File: src/rtl/rate_ctrl_pkg.sv
// Shared types and constants for the waveform rate controller.
// Imported by the counter datapath and the sequencing top.
package rate_ctrl_pkg;
  localparam int CW        = 28;
  localparam int NUM_RATES = 4;
  localparam int IW        = 2;
  localparam int MIN_DIV   = 2;

  typedef enum logic {
    IDLE = 1'b0,
    RUN  = 1'b1
  } state_t;

  typedef logic [IW-1:0] idx_t;
endpackage

File: src/rtl/rate_counter.sv
// Period counter: holds the active divisor, flags the last cycle
// of each period and decodes the square clock.
module rate_counter
  import rate_ctrl_pkg::*;
#(
  parameter int          CW      = rate_ctrl_pkg::CW,
  parameter logic [CW-1:0] RST_DIV = CW'(100000000)
) (
  input  logic          clk,
  input  logic          rst_n,
  input  logic          i_run,
  input  logic          i_step,
  input  logic          i_load,
  input  logic [CW-1:0] i_div,
  output logic [CW-1:0] o_div,
  output logic          o_bnd,
  output logic          o_clk
);

  logic [CW-1:0] r_cnt;
  logic [CW-1:0] r_div;
  logic [CW-1:0] w_clamp;
  logic          w_bnd;

  assign w_clamp = (i_div < CW'(MIN_DIV)) ? CW'(MIN_DIV) : i_div;
  assign w_bnd   = i_run && (r_cnt == r_div - CW'(1));

  always_ff @(posedge clk) begin
    if (!rst_n) begin
      r_cnt <= '0;
    end else if (i_step && !w_bnd) begin
      r_cnt <= r_cnt + CW'(1);
    end else begin
      r_cnt <= '0;
    end
  end

  always_ff @(posedge clk) begin
    if (!rst_n) begin
      r_div <= RST_DIV;
    end else if (i_load) begin
      r_div <= w_clamp;
    end
  end

  // odd divisors: high floor(div/2), low the remainder
  assign o_clk = i_run && (r_cnt < (r_div >> 1));
  assign o_bnd = w_bnd;
  assign o_div = r_div;

endmodule

File: src/rtl/waveform_rate_ctrl.sv
// Rate sequencer: divisor table, manual/sweep index selection,
// dwell counting; divisor changes only land on period boundaries.
module waveform_rate_ctrl
  import rate_ctrl_pkg::*;
#(
  parameter int            CW    = rate_ctrl_pkg::CW,
  parameter logic [CW-1:0] DIV0  = CW'(100000000),
  parameter logic [CW-1:0] DIV1  = CW'(50000000),
  parameter logic [CW-1:0] DIV2  = CW'(25000000),
  parameter logic [CW-1:0] DIV3  = CW'(12500000),
  parameter logic [7:0]    DWELL = 8'd4
) (
  input  logic          clock_in,
  input  logic          rst_n,
  input  logic          enable,
  input  logic          sweep,
  input  logic [1:0]    sel,
  input  logic          wr_en,
  input  logic [1:0]    wr_addr,
  input  logic [CW-1:0] wr_data,
  output logic          clock_out,
  output logic          tick,
  output logic [1:0]    cur_index,
  output logic [CW-1:0] cur_div,
  output logic          running
);

  localparam logic [7:0] DWELL_EFF = (DWELL == 8'd0) ? 8'd1 : DWELL;

  state_t        r_state;
  state_t        w_state_nxt;
  logic [CW-1:0] r_tbl [NUM_RATES];
  idx_t          r_index;
  idx_t          w_index_nxt;
  logic [7:0]    r_dwell;
  logic          w_load;
  logic          w_run;
  logic          w_step;
  logic          w_bnd;
  logic          w_dwell_done;

  assign w_run        = (r_state == RUN);
  assign w_step       = w_run && enable;
  assign w_dwell_done = sweep &&
    (({1'b0, r_dwell} + 9'd1) >= {1'b0, DWELL_EFF});

  always_ff @(posedge clock_in) begin
    if (!rst_n) r_state <= IDLE;
    else        r_state <= w_state_nxt;
  end

  always_comb begin
    w_state_nxt = r_state;
    w_load      = 1'b0;
    w_index_nxt = r_index;
    unique case (r_state)
      IDLE: begin
        if (enable) begin
          w_state_nxt = RUN;
          w_load      = 1'b1;
          w_index_nxt = sweep ? r_index : sel;
        end
      end
      RUN: begin
        if (!enable) begin
          w_state_nxt = IDLE;
        end else if (w_bnd) begin
          w_load = 1'b1;
          if (!sweep)            w_index_nxt = sel;
          else if (w_dwell_done) w_index_nxt = r_index + idx_t'(1);
        end
      end
    endcase
  end

  always_ff @(posedge clock_in) begin
    if (!rst_n)      r_index <= '0;
    else if (w_load) r_index <= w_index_nxt;
  end

  always_ff @(posedge clock_in) begin
    if (!rst_n || !w_run || !sweep) begin
      r_dwell <= '0;
    end else if (w_step && w_bnd) begin
      r_dwell <= w_dwell_done ? 8'd0 : r_dwell + 8'd1;
    end
  end

  // load reads the registered entry, so a same-edge write lands next period
  always_ff @(posedge clock_in) begin
    if (!rst_n) begin
      r_tbl[0] <= DIV0;
      r_tbl[1] <= DIV1;
      r_tbl[2] <= DIV2;
      r_tbl[3] <= DIV3;
    end else if (wr_en) begin
      r_tbl[wr_addr] <= wr_data;
    end
  end

  rate_counter #(
    .CW      (CW),
    .RST_DIV (DIV0)
  ) u_cnt (
    .clk    (clock_in),
    .rst_n  (rst_n),
    .i_run  (w_run),
    .i_step (w_step),
    .i_load (w_load),
    .i_div  (r_tbl[w_index_nxt]),
    .o_div  (cur_div),
    .o_bnd  (w_bnd),
    .o_clk  (clock_out)
  );

  assign tick      = w_bnd;
  assign cur_index = r_index;
  assign running   = w_run;

endmodule

File: config.mk
export PLATFORM = sky130hd
export DESIGN_NAME = waveform_rate_ctrl
export DESIGN_NICKNAME = d
export VERILOG_FILES = /design/src/rtl/rate_ctrl_pkg.sv /design/src/rtl/rate_counter.sv /design/src/rtl/waveform_rate_ctrl.sv
export SDC_FILE = /design/constraint.sdc
export NUM_CORES = 1
export LEC_CHECK = 0
export ABC_CLOCK_PERIOD_IN_PS = 5090
export BUFFER_PORTS_ARGS = -buffer_cell sky130_fd_sc_hd__buf_4
export CORE_MARGIN = 5
export CORE_UTILIZATION = 55
export DETAILED_ROUTE_END_ITERATION = 8
export GPL_TIMING_DRIVEN = 0
export PLACE_DENSITY_LB_ADDON = 0.08
export SLEW_MARGIN = 5
export SYNTH_ARGS = -nofsm -noshare
export SYNTH_HDL_FRONTEND = slang
export SYNTH_HIERARCHICAL = 1
export SYNTH_SLANG_ARGS = --single-unit
File: constraint.sdc
create_clock -name clock_in -period 5.09 [get_ports clock_in]
set_clock_uncertainty 0.15 [all_clocks]
set_input_delay 1.018 -clock clock_in [delete_from_list [all_inputs] [get_ports clock_in]]
set_output_delay 1.018 -clock clock_in [all_outputs]
set_load 0.05 [all_outputs]
* Yosys cells after proc, flatten, opt, wreduce, memory -nomap -nowiden *
Memory sizes are Yosys's and may differ from the RTL's.
Cells that the tools add are included.

storage, ports and cells
  RAM bits = 112
  memories kept = 1
  input port bits = 37
  bits in read-only memories = 0
  register bits = 67
  latch bits = 0
  output and inout bits = 33

memory list
  memory  depth  width  read ports  clocked after Yosys merged registers in  wr ports  RTL line                  source
  r_tbl   4      28     1           0                                        4         waveform_rate_ctrl.sv:32  logic [CW-1:0] r_tbl [NUM_RATES];

cells by class
  bitwise logic cells = 1
  shifts and indexed selects = 0
  divide/modulo/power cells = 0
  equal/unequal tests = 1
  reduce and logical (&&, ||, !) cells = 14
  multiply operators = 0
  multiplexer cells = 20
  $add $sub $neg = 5
  order comparisons = 3

operator list
  cell                                                                                  count
  28-bit two-way mux                                                                    2
  28-bit by 1-bit adder with 28-bit output (second input constant)                      1
  28-bit == test                                                                        1
  28-bit by 2-bit less-than comparator with 1-bit output (second input constant)        1
  28-bit by 27-bit less-than comparator with 1-bit output                               1
  28-bit OR reduction                                                                   1
  28-bit by 1-bit subtractor with 28-bit output (second input constant)                 1
  2-bit two-way mux                                                                     7
  8-bit by 1-bit adder with 9-bit output (second input constant)                        1
  9-bit by 3-bit greater-or-equal comparator with 1-bit output (second input constant)  1
  8-bit by 1-bit adder with 8-bit output (second input constant)                        1
  1-bit two-way mux                                                                     8
  8-bit two-way mux                                                                     1
  1-bit logical AND                                                                     6
  1-bit zero test                                                                       4
  2-bit case mux with 2 select lines                                                    1
  2-bit by 1-bit adder with 2-bit output (second input constant)                        1
  1-bit logical OR                                                                      2
  1-bit case mux with 2 select lines                                                    1
  2-bit AND reduction                                                                   1
  1-bit NOT                                                                             1

* Depth between registers and ports, before layout *
Gate-level depths: netlist (run 1).
An unclocked memory read counts as a cell.

  depth in word-level cells = 11
  gate-level depth with buffers = 24
  gate-level depth less buffers = 19

* Cells and area by module *
The synthesis (run 1) kept the hierarchy.

by module, submodules not included
  module              times used  cells an instance  sequential area each (um^2)  area an instance (um^2)
  waveform_rate_ctrl  1           427                3,583.4                      5,775.5
  rate_counter        1           466                1,121.1                      3,876.2

* Worst setup path before layout (run 1) *
Ideal clock, no wire load.

  path type = register to register
  from = reg u_cnt.r_div[0] (netlist: u_cnt/o_div[0])
  to = reg u_cnt.r_div[0] (netlist: u_cnt/o_div[0])
  buffers on the path = 5
  data required time = 4.825 ns
  library setup time = 0.115 ns
  path slack = -0.685 ns
  data arrival time = 5.510 ns
  stages on the path, launching flop included = 24
  cells stage by stage = dfxtp_1 > inv_1 > ha_1 > buf_2 > and2_1 > o21ai_0 > a31oi_1 > or4_1 > or4_1 > a2111oi_2 > buf_2 > and2_1 > clkbuf_1 > nand3_1 > o211ai_1 > buf_4 > buf_4 > mux2i_1 > mux2i_1 > nor4_1 > nand4_1 > o21ai_0 > o22ai_1 > and2_1

between the ends
  cells in the longest elaborated chain, start to end = 9
  elaborated cells on any way between the ends = 12
  classes of those cells = 1 x add/sub; 1 x order compare; 1 x eq/ne; 7 x mux; 1 x reduce/logical; 1 x memory

ends and longest elaborated chain
  element                                                 RTL line                  source
  from (decl)                                             rate_counter.sv:21        logic [CW-1:0] r_div;
  from (signal assigned)                                  rate_counter.sv:42        r_div <= w_clamp;
  28-bit by 1-bit subtractor with 28-bit output *         rate_counter.sv:26        assign w_bnd = i_run && (r_cnt == r_div - CW'(1));
  28-bit == test *                                        rate_counter.sv:26
  1-bit logical AND *                                     rate_counter.sv:26
  via tick                                                waveform_rate_ctrl.sv:22  output logic tick,
  2-bit two-way mux                                       waveform_rate_ctrl.sv:67  end else if (w_bnd) begin
  2-bit two-way mux                                       waveform_rate_ctrl.sv:65  if (!enable) begin
  2-bit case mux with 2 select lines                      waveform_rate_ctrl.sv:56  unique case (r_state)
  memory read 4 x 28 bit                                  --
  28-bit by 2-bit less-than comparator with 1-bit output  rate_counter.sv:25        assign w_clamp = (i_div < CW'(MIN_DIV)) ? CW'(MIN_DIV) : i_div;
  28-bit two-way mux                                      rate_counter.sv:25

The timed path passes the listed nets; every way through them passes the cells marked *.
A chain may end at the register's enable or synchronous reset.

* Final worst setup path (run 1) *
  from = reg u_cnt.r_div[7] (netlist: u_cnt/o_div[7])
  to = reg u_cnt.r_div[0] (netlist: u_cnt/o_div[0])

between the ends
  cells in the longest elaborated chain, start to end = 9
  elaborated cells on any way between the ends = 12
  classes of those cells = 1 x add/sub; 1 x order compare; 1 x eq/ne; 7 x mux; 1 x reduce/logical; 1 x memory

ends and longest elaborated chain
  element                                                 RTL line
  28-bit by 1-bit subtractor with 28-bit output *         rate_counter.sv:26
  28-bit == test *                                        rate_counter.sv:26
  1-bit logical AND *                                     rate_counter.sv:26
  2-bit two-way mux                                       waveform_rate_ctrl.sv:67
  2-bit two-way mux                                       waveform_rate_ctrl.sv:65
  2-bit case mux with 2 select lines                      waveform_rate_ctrl.sv:56
  memory read 4 x 28 bit                                  --
  28-bit by 2-bit less-than comparator with 1-bit output  rate_counter.sv:25
  28-bit two-way mux                                      rate_counter.sv:25

Mark *: on every way between the ends. The rest lies on a longest branch, timed or not.

==> impl_metrics.toml, run 1 <==
[run_status]
status = "completed"

[cts]
hold_buffers = 0
insertion_delay_ns = 0.45
cts_tree = "yes"
cts-root-buf = "clkbuf_16"
max-clock-path-buffers = 2
numCtsBuffers = 17
cts.htree.levels = 4
clk_pin_slew_worst_paths_ns = 0.07
clock_sinks = 179

[synth]
synth_top_flop_cell = "edfxtp_1"
netlist-cell-type-count = 61
avgSynthCellArea_um2 = 10.8
synthesis.nets = 960
synth_warnings = 6
synth_edf_count = 112
synthesis.area_mm2 = 0.00965
ys_seq_area_share_pct = 48.7
async_flop_share_pct = 0
ys_ff_latch = 179
synthCells = 893

[worst_setup_path]
crit_slowest_cell = "or4_4"
critPathMaxStageDelay_ns = 0.50
path_class = "reg2reg"
worst_setup_path_end_kind = "flop"
arrival_ns = 5.24
cp-startpoint = "u_cnt/o_div[7]$_SDFFE_PN0P_"
rr_worst_depth = 22
worstPathRequired_ns = 5.27
r2r-end = "u_cnt/o_div[0]$_SDFFE_PN0P_"
crit-reg2reg-launch = "u_cnt/o_div[7]$_SDFFE_PN0P_"
cp-start-kind = "flop"
r2r_slack_ns = 0.03
endpoint = "u_cnt/o_div[0]$_SDFFE_PN0P_"
path_cells = "nor4_4 -> nand4_1 -> buf_4 -> or4_4 -> a22oi_2 -> nand4_1 -> a2111oi_4 -> buf_6 -> and2_4 -> nand3_2 -> o211ai_1 -> buf_4 -> buf_12 -> buf_12 -> buf_4 -> mux2i_1 -> mux2i_1 -> nor4_1 -> nand4_1 -> o21ai_2 -> o22ai_1 -> and2_1"
worstPathMaxFanout = 8

[place]
post_dp_cell_area_mm2 = 0.0105
post-place-ws_ns = -0.893
dp_hpwl_mm = 16.6
place_congestion = 0.930
io_buffers = 69

[sta]
min_period_ns = 5.06
worst_pin_slew_ns = 0.838
finalSetupViolCount = 0
clock.fmax_ghz = 0.198
relSlewSlack_pct = 44.2
timing.hold.ws_ns = 0.376
timing.setup.tns_ns = 0
period_share_pct = 99.3
layout_setup_ws_ns = 0.0331
slew_violations = 0
rsz0062_at_grt = "yes"
hold_viol = 0

[run]
cap_violations = 0

[global_route]
grt_pass1_vias = 6941
met3_usage_pct = 4.57
met1_usage_pct = 30.5
grtUsageMet2_pct = 41.1
grt_use_total_pct = 23.9
grt_pass1_wl_mm = 37.2
grt_max_degree = 29
grt_antenna_before_repair = 0
grt-busiest-layer = "met2"
grt_overflow = 0

[pwr]
p_leak_nw = 4.78
power_per_cell_area_mw_per_mm2 = 317
vdd_drop_max_v = 0.000263

[die]
num_rows = 48
initial_utilization_pct = 56.0
ios = 70
coreArea_mm2 = 0.0172
die_area_mm2 = 0.0203
dieHeight_um = 142
fp.dieW_um = 142

[finish]
fin_nets = 1074
design_area_mm2 = 0.0116
antenna_cells = 0
drive_gt1_share_pct = 20.5
final_util_pct = 67.1
final_cell_mix = "edfxtp_1 (112), buf_4 (103), mux2i_1 (99), dfxtp_1 (57), and2_1 (54)"
n_fill_cell = 1350
area.growth.synth_to_final_pct = 19.8
final_common_cell = "edfxtp_1"

[detailed_routing]
num_vias = 7219
drt_iter0_markers = 495
ant_nets = 0
wl_per_cell_um = 19.3
drtPass1Iterations = 5
avgViaCountPerCell = 5.80
drc_errors = 0
routed_wl_mm = 24.1

[min_path]
hp-class = "reg2reg"
registers in the layout (all words and copies together) (netlist names):
| name | cells |
|---|---|
| r_tbl | 112 |
| r_dwell | 8 |
| u_cnt/r_cnt | 28 |
| running | 1 |
| u_cnt/o_div | 28 |
| cur_index | 2 |
power by group:
group	total (mW)	switching (mW)	internal [mW]
logic	0.634	0.376	0.258
clock network	1.35	0.637	0.710
registers	1.69	0.0579	1.63
total	3.67	1.07	2.60
per-layer routing:
layer,vias up,wire (um)
met5,-,0
met4,0,514
met3,37,985
met2,188,11900
met1,3525,10600
li1,3469,-
final cells by class:
type,count,area (um2),share of cell area (%)
timing repair buffer,102,791,6.84
multi-input combinational,630,4760,41.1
buffer,42,272,2.35
clock inverter,14,176,1.53
sequential,179,4730,40.9
tap,225,282,2.43
inverter,35,131,1.14
clock buffer,18,429,3.71
cell families after synthesis:
logic type	synth area share (%)
AO/OA/AOI/OAI	6.86
multiplexers	10.5
AND/OR/NAND/NOR	20.7
buffers and inverters	3.88
flip-flops	48.7
adder cells (fa/ha/maj)	3.89
XOR/XNOR	5.44
synthesized netlist by cell type (all sizes together), types with 2 or more instances:
master / number / share of area (%)
edfxtp: 112 / 35
mux2i: 101 / 10
dfxtp: 67 / 14
and2: 57 / 3.7
nand2b: 43 / 2.8
nor3: 40 / 2.2
nand2: 37 / 1.4
xnor2: 36 / 3.3
inv: 35 / 1.4
clkbuf: 31 / 1.2
nor2: 31 / 1.2
ha: 30 / 3.9
and3: 29 / 1.9
a21oi: 24 / 1.2
xor2: 24 / 2.2
nand4: 22 / 1.4
nand3: 19 / 0.99
buf: 18 / 1.3
nor2b: 17 / 1.1
o211ai: 16 / 1.2
or2: 13 / 0.84
nor4: 11 / 0.93
o21ai: 11 / 0.57
nand3b: 7 / 0.54
a21o: 6 / 0.47
or4: 6 / 0.47
a211o: 5 / 0.45
a31oi: 5 / 0.32
and4: 4 / 0.36
a2111oi: 3 / 0.53
a211oi: 3 / 0.23
nor3b: 3 / 0.23
o22ai: 3 / 0.19
a311oi: 2 / 0.18
a41oi: 2 / 0.18
nor4b: 2 / 0.18
o31ai: 2 / 0.16
or3: 2 / 0.13
per-stage QoR:
stage	cells	power, mW
2_1_floorplan	893	2.09
3_3_place_gp	1187	2.27
3_5_place_dp	1187	2.28
4_1_cts	1233	3.65
5_1_grt	1245	3.80
6_report	1245	3.67
repair_timing:
item                                    CTS  global route
endpoints found under the setup margin    2             2
pin swaps                                11            17
gates cloned                              0             0
buffers inserted                         20            13
gates resized for setup                  25            30
hold endpoints to repair                  0             0
worst max-delay path, delay by kind of cell (launching register included):
family / cells / cell delay, ns
flops: 1 / 0.37
buf+inv: 6 / 0.88
simple gates: 9 / 2.18
mux: 2 / 0.30
compound gates: 5 / 1.06
worst min-delay path by stage:
| stage | start | slack [ns] | cells after the start | to |
|---|---|---|---|---|
| final | r_dwell[5]$_SDFFE_PP0P_ | 0.38 | 1 | r_dwell[5]$_SDFFE_PP0P_ |
| after global routing | r_dwell[5]$_SDFFE_PP0P_ | 0.39 | 1 | r_dwell[5]$_SDFFE_PP0P_ |
| after global placement | r_dwell[5]$_SDFFE_PP0P_ | 0.35 | 1 | r_dwell[5]$_SDFFE_PP0P_ |
| after detailed placement | r_dwell[5]$_SDFFE_PP0P_ | 0.36 | 1 | r_dwell[5]$_SDFFE_PP0P_ |
| after floorplan | r_dwell[5]$_SDFFE_PP0P_ | 0.33 | 1 | r_dwell[5]$_SDFFE_PP0P_ |
| after CTS | r_dwell[5]$_SDFFE_PP0P_ | 0.37 | 1 | r_dwell[5]$_SDFFE_PP0P_ |
Note: power is estimated with default switching activity, not from simulation.
==> inputs of run 2 (changes only) <==
--- a/config.mk
+++ b/config.mk
@@ -10,7 +10,7 @@
 export CORE_MARGIN = 5
 export CORE_UTILIZATION = 55
 export DETAILED_ROUTE_END_ITERATION = 8
-export GPL_TIMING_DRIVEN = 0
+export GPL_TIMING_DRIVEN = 1
 export PLACE_DENSITY_LB_ADDON = 0.08
 export SLEW_MARGIN = 5
 export SYNTH_ARGS = -nofsm -noshare
==> impl_metrics.toml, run 2 (same netlist as run 1, synthesis figures left out) <==
[worst_setup_path]
path_delay_family = "simple AND/OR/NAND/NOR gates"
path_buf_inv = 6
worst_setup_path_end_kind = "flop"
cp-start-kind = "flop"
worstPathMaxFanout = 7
critPathMaxStageDelay_ns = 0.56
arrival_ns = 5.15
path_cells = "inv_2 -> ha_4 -> buf_6 -> nand4_1 -> xnor2_1 -> or4_4 -> or4_4 -> a2111oi_4 -> and2_4 -> nand3_2 -> o211ai_1 -> buf_4 -> clkbuf_16 -> buf_6 -> mux2i_1 -> mux2i_1 -> nor4_1 -> buf_4 -> nand4_1 -> o21ai_2 -> o22ai_1 -> and2_1"
path_class = "reg2reg"
crit_slowest_cell = "or4_4"
worstPathRequired_ns = 5.26

[pwr]
vdd_drop_max_v = 0.000245
swShare_pct = 29.3
comb_power_share_pct = 18.0
p_leak_nw = 4.80
seqPwrFrac_pct = 46.7
p_switching_mw = 1.06
pwr-share-clk_pct = 35.3
power_per_cell_area_mw_per_mm2 = 312
intPower_mw = 2.57

[global_route]
grt_pass1_vias = 7383
grt_use_total_pct = 24.6
grt_overflow = 0
grt_pass1_wl_mm = 39.0
grt_antenna_before_repair = 0
grt_max_degree = 54

[detailed_routing]
num_vias = 7203
routed_wl_mm = 24.2
wl_per_cell_um = 19.7
drt_iter0_markers = 627
drtPass1Iterations = 5
drc_errors = 0
avgViaCountPerCell = 5.85
ant_nets = 0

[finish]
drive_gt1_share_pct = 22.8
fin_nets = 1061
area.growth.synth_to_final_pct = 20.6
regMostFlops = "r_tbl"
final_cell_mix = "buf_4 (121), edfxtp_1 (112), mux2i_1 (93), dfxtp_1 (56), and2_1 (55)"
largest_reg_flops = 112
antenna_cells = 0
final_common_cell = "buf_4"
final_util_pct = 67.5
design_area_mm2 = 0.0116
final_cells = 1232

[place]
post_dp_cell_area_mm2 = 0.0107
place_congestion = 0.895
dp.cells = 1186
post-place-ws_ns = -0.189
io_buffers = 69
dp_hpwl_mm = 16.4

[cts]
cts.htree.levels = 4
clock_sinks = 179
clk_pin_slew_worst_paths_ns = 0.07
numCtsBuffers = 17
max-clock-path-buffers = 2
cts_tree = "yes"
insertion_delay_ns = 0.43
cts-root-buf = "clkbuf_16"

[sta]
timing.hold.ws_ns = 0.371
layout_setup_ws_ns = 0.107
worst_pin_slew_ns = 0.877
clock.fmax_ghz = 0.201
rsz0062_at_grt = "yes"
hold_viol = 0
period_share_pct = 97.9
finalSetupViolCount = 0
slew_violations = 0
relSlewSlack_pct = 41.4
min_period_ns = 4.98

[run_status]
status = "completed"

[run]
cap_violations = 0

[die]
fp.dieW_um = 142
dieHeight_um = 142
coreArea_mm2 = 0.0172
die_area_mm2 = 0.0203
num_rows = 48
initial_utilization_pct = 56.0
ios = 70

[min_path]
hp-class = "reg2reg"
[run 2: layer usage]
metal	share of wire, %	global-route usage, %	vias up	routed length (um)
met4	1.7	7.50	0	422
li1	-	-	3445	-
met1	43	32.5	3513	10400
met2	50	40.9	213	12100
met5	0	0	-	0
met3	5.1	5.28	32	1240
[run 2: worst paths after layout]
kind	startpoint	end	slack (ns)	depth (start not counted)
hold / removal	r_dwell[5]$_SDFFE_PP0P_	r_dwell[5]$_SDFFE_PP0P_	0.37	1
hold reg to reg	r_dwell[5]$_SDFFE_PP0P_	r_dwell[5]$_SDFFE_PP0P_	0.37	1
setup reg to reg	u_cnt/o_div[1]$_SDFFE_PN0P_	u_cnt/o_div[0]$_SDFFE_PN0P_	0.11	22
setup / recovery	u_cnt/o_div[1]$_SDFFE_PN0P_	u_cnt/o_div[0]$_SDFFE_PN0P_	0.11	22
[run 2: per-stage QoR]
step / power (mW) / setup TNS, ns
floorplan: 2.09 / 0
global placement: 2.29 / -0.303
detailed placement: 2.31 / -0.283
CTS: 3.60 / 0
global route: 3.77 / -0.190
finish: 3.63 / 0
[run 2: area by class of cell]
type                       instances  area, um2
clock inverter                    14        154
inverter                          35        131
tap                              225        282
clock buffer                      18        429
sequential                       179       4730
multi-input combinational        630       4830
timing repair buffer             131       1080
fill                            1316       5600
[run 2: power by group through the flow]
stage / Clock, mW / Sequential, mW / Combinational, mW
2_1_floorplan: 0 / 1.77 / 0.316
3_3_place_gp: 0 / 1.72 / 0.572
3_5_place_dp: 0 / 1.72 / 0.585
4_1_cts: 1.30 / 1.69 / 0.608
5_1_grt: 1.37 / 1.71 / 0.700
6_report: 1.28 / 1.69 / 0.654
[run 2: what timing repair did]
action,in CTS,in global routing
resized for setup,9,56
endpoints found under the setup margin,2,2
buffers inserted,5,7
cloned,2,1
hold buffers,0,0
pin swaps,9,22
hold endpoints to repair,0,0
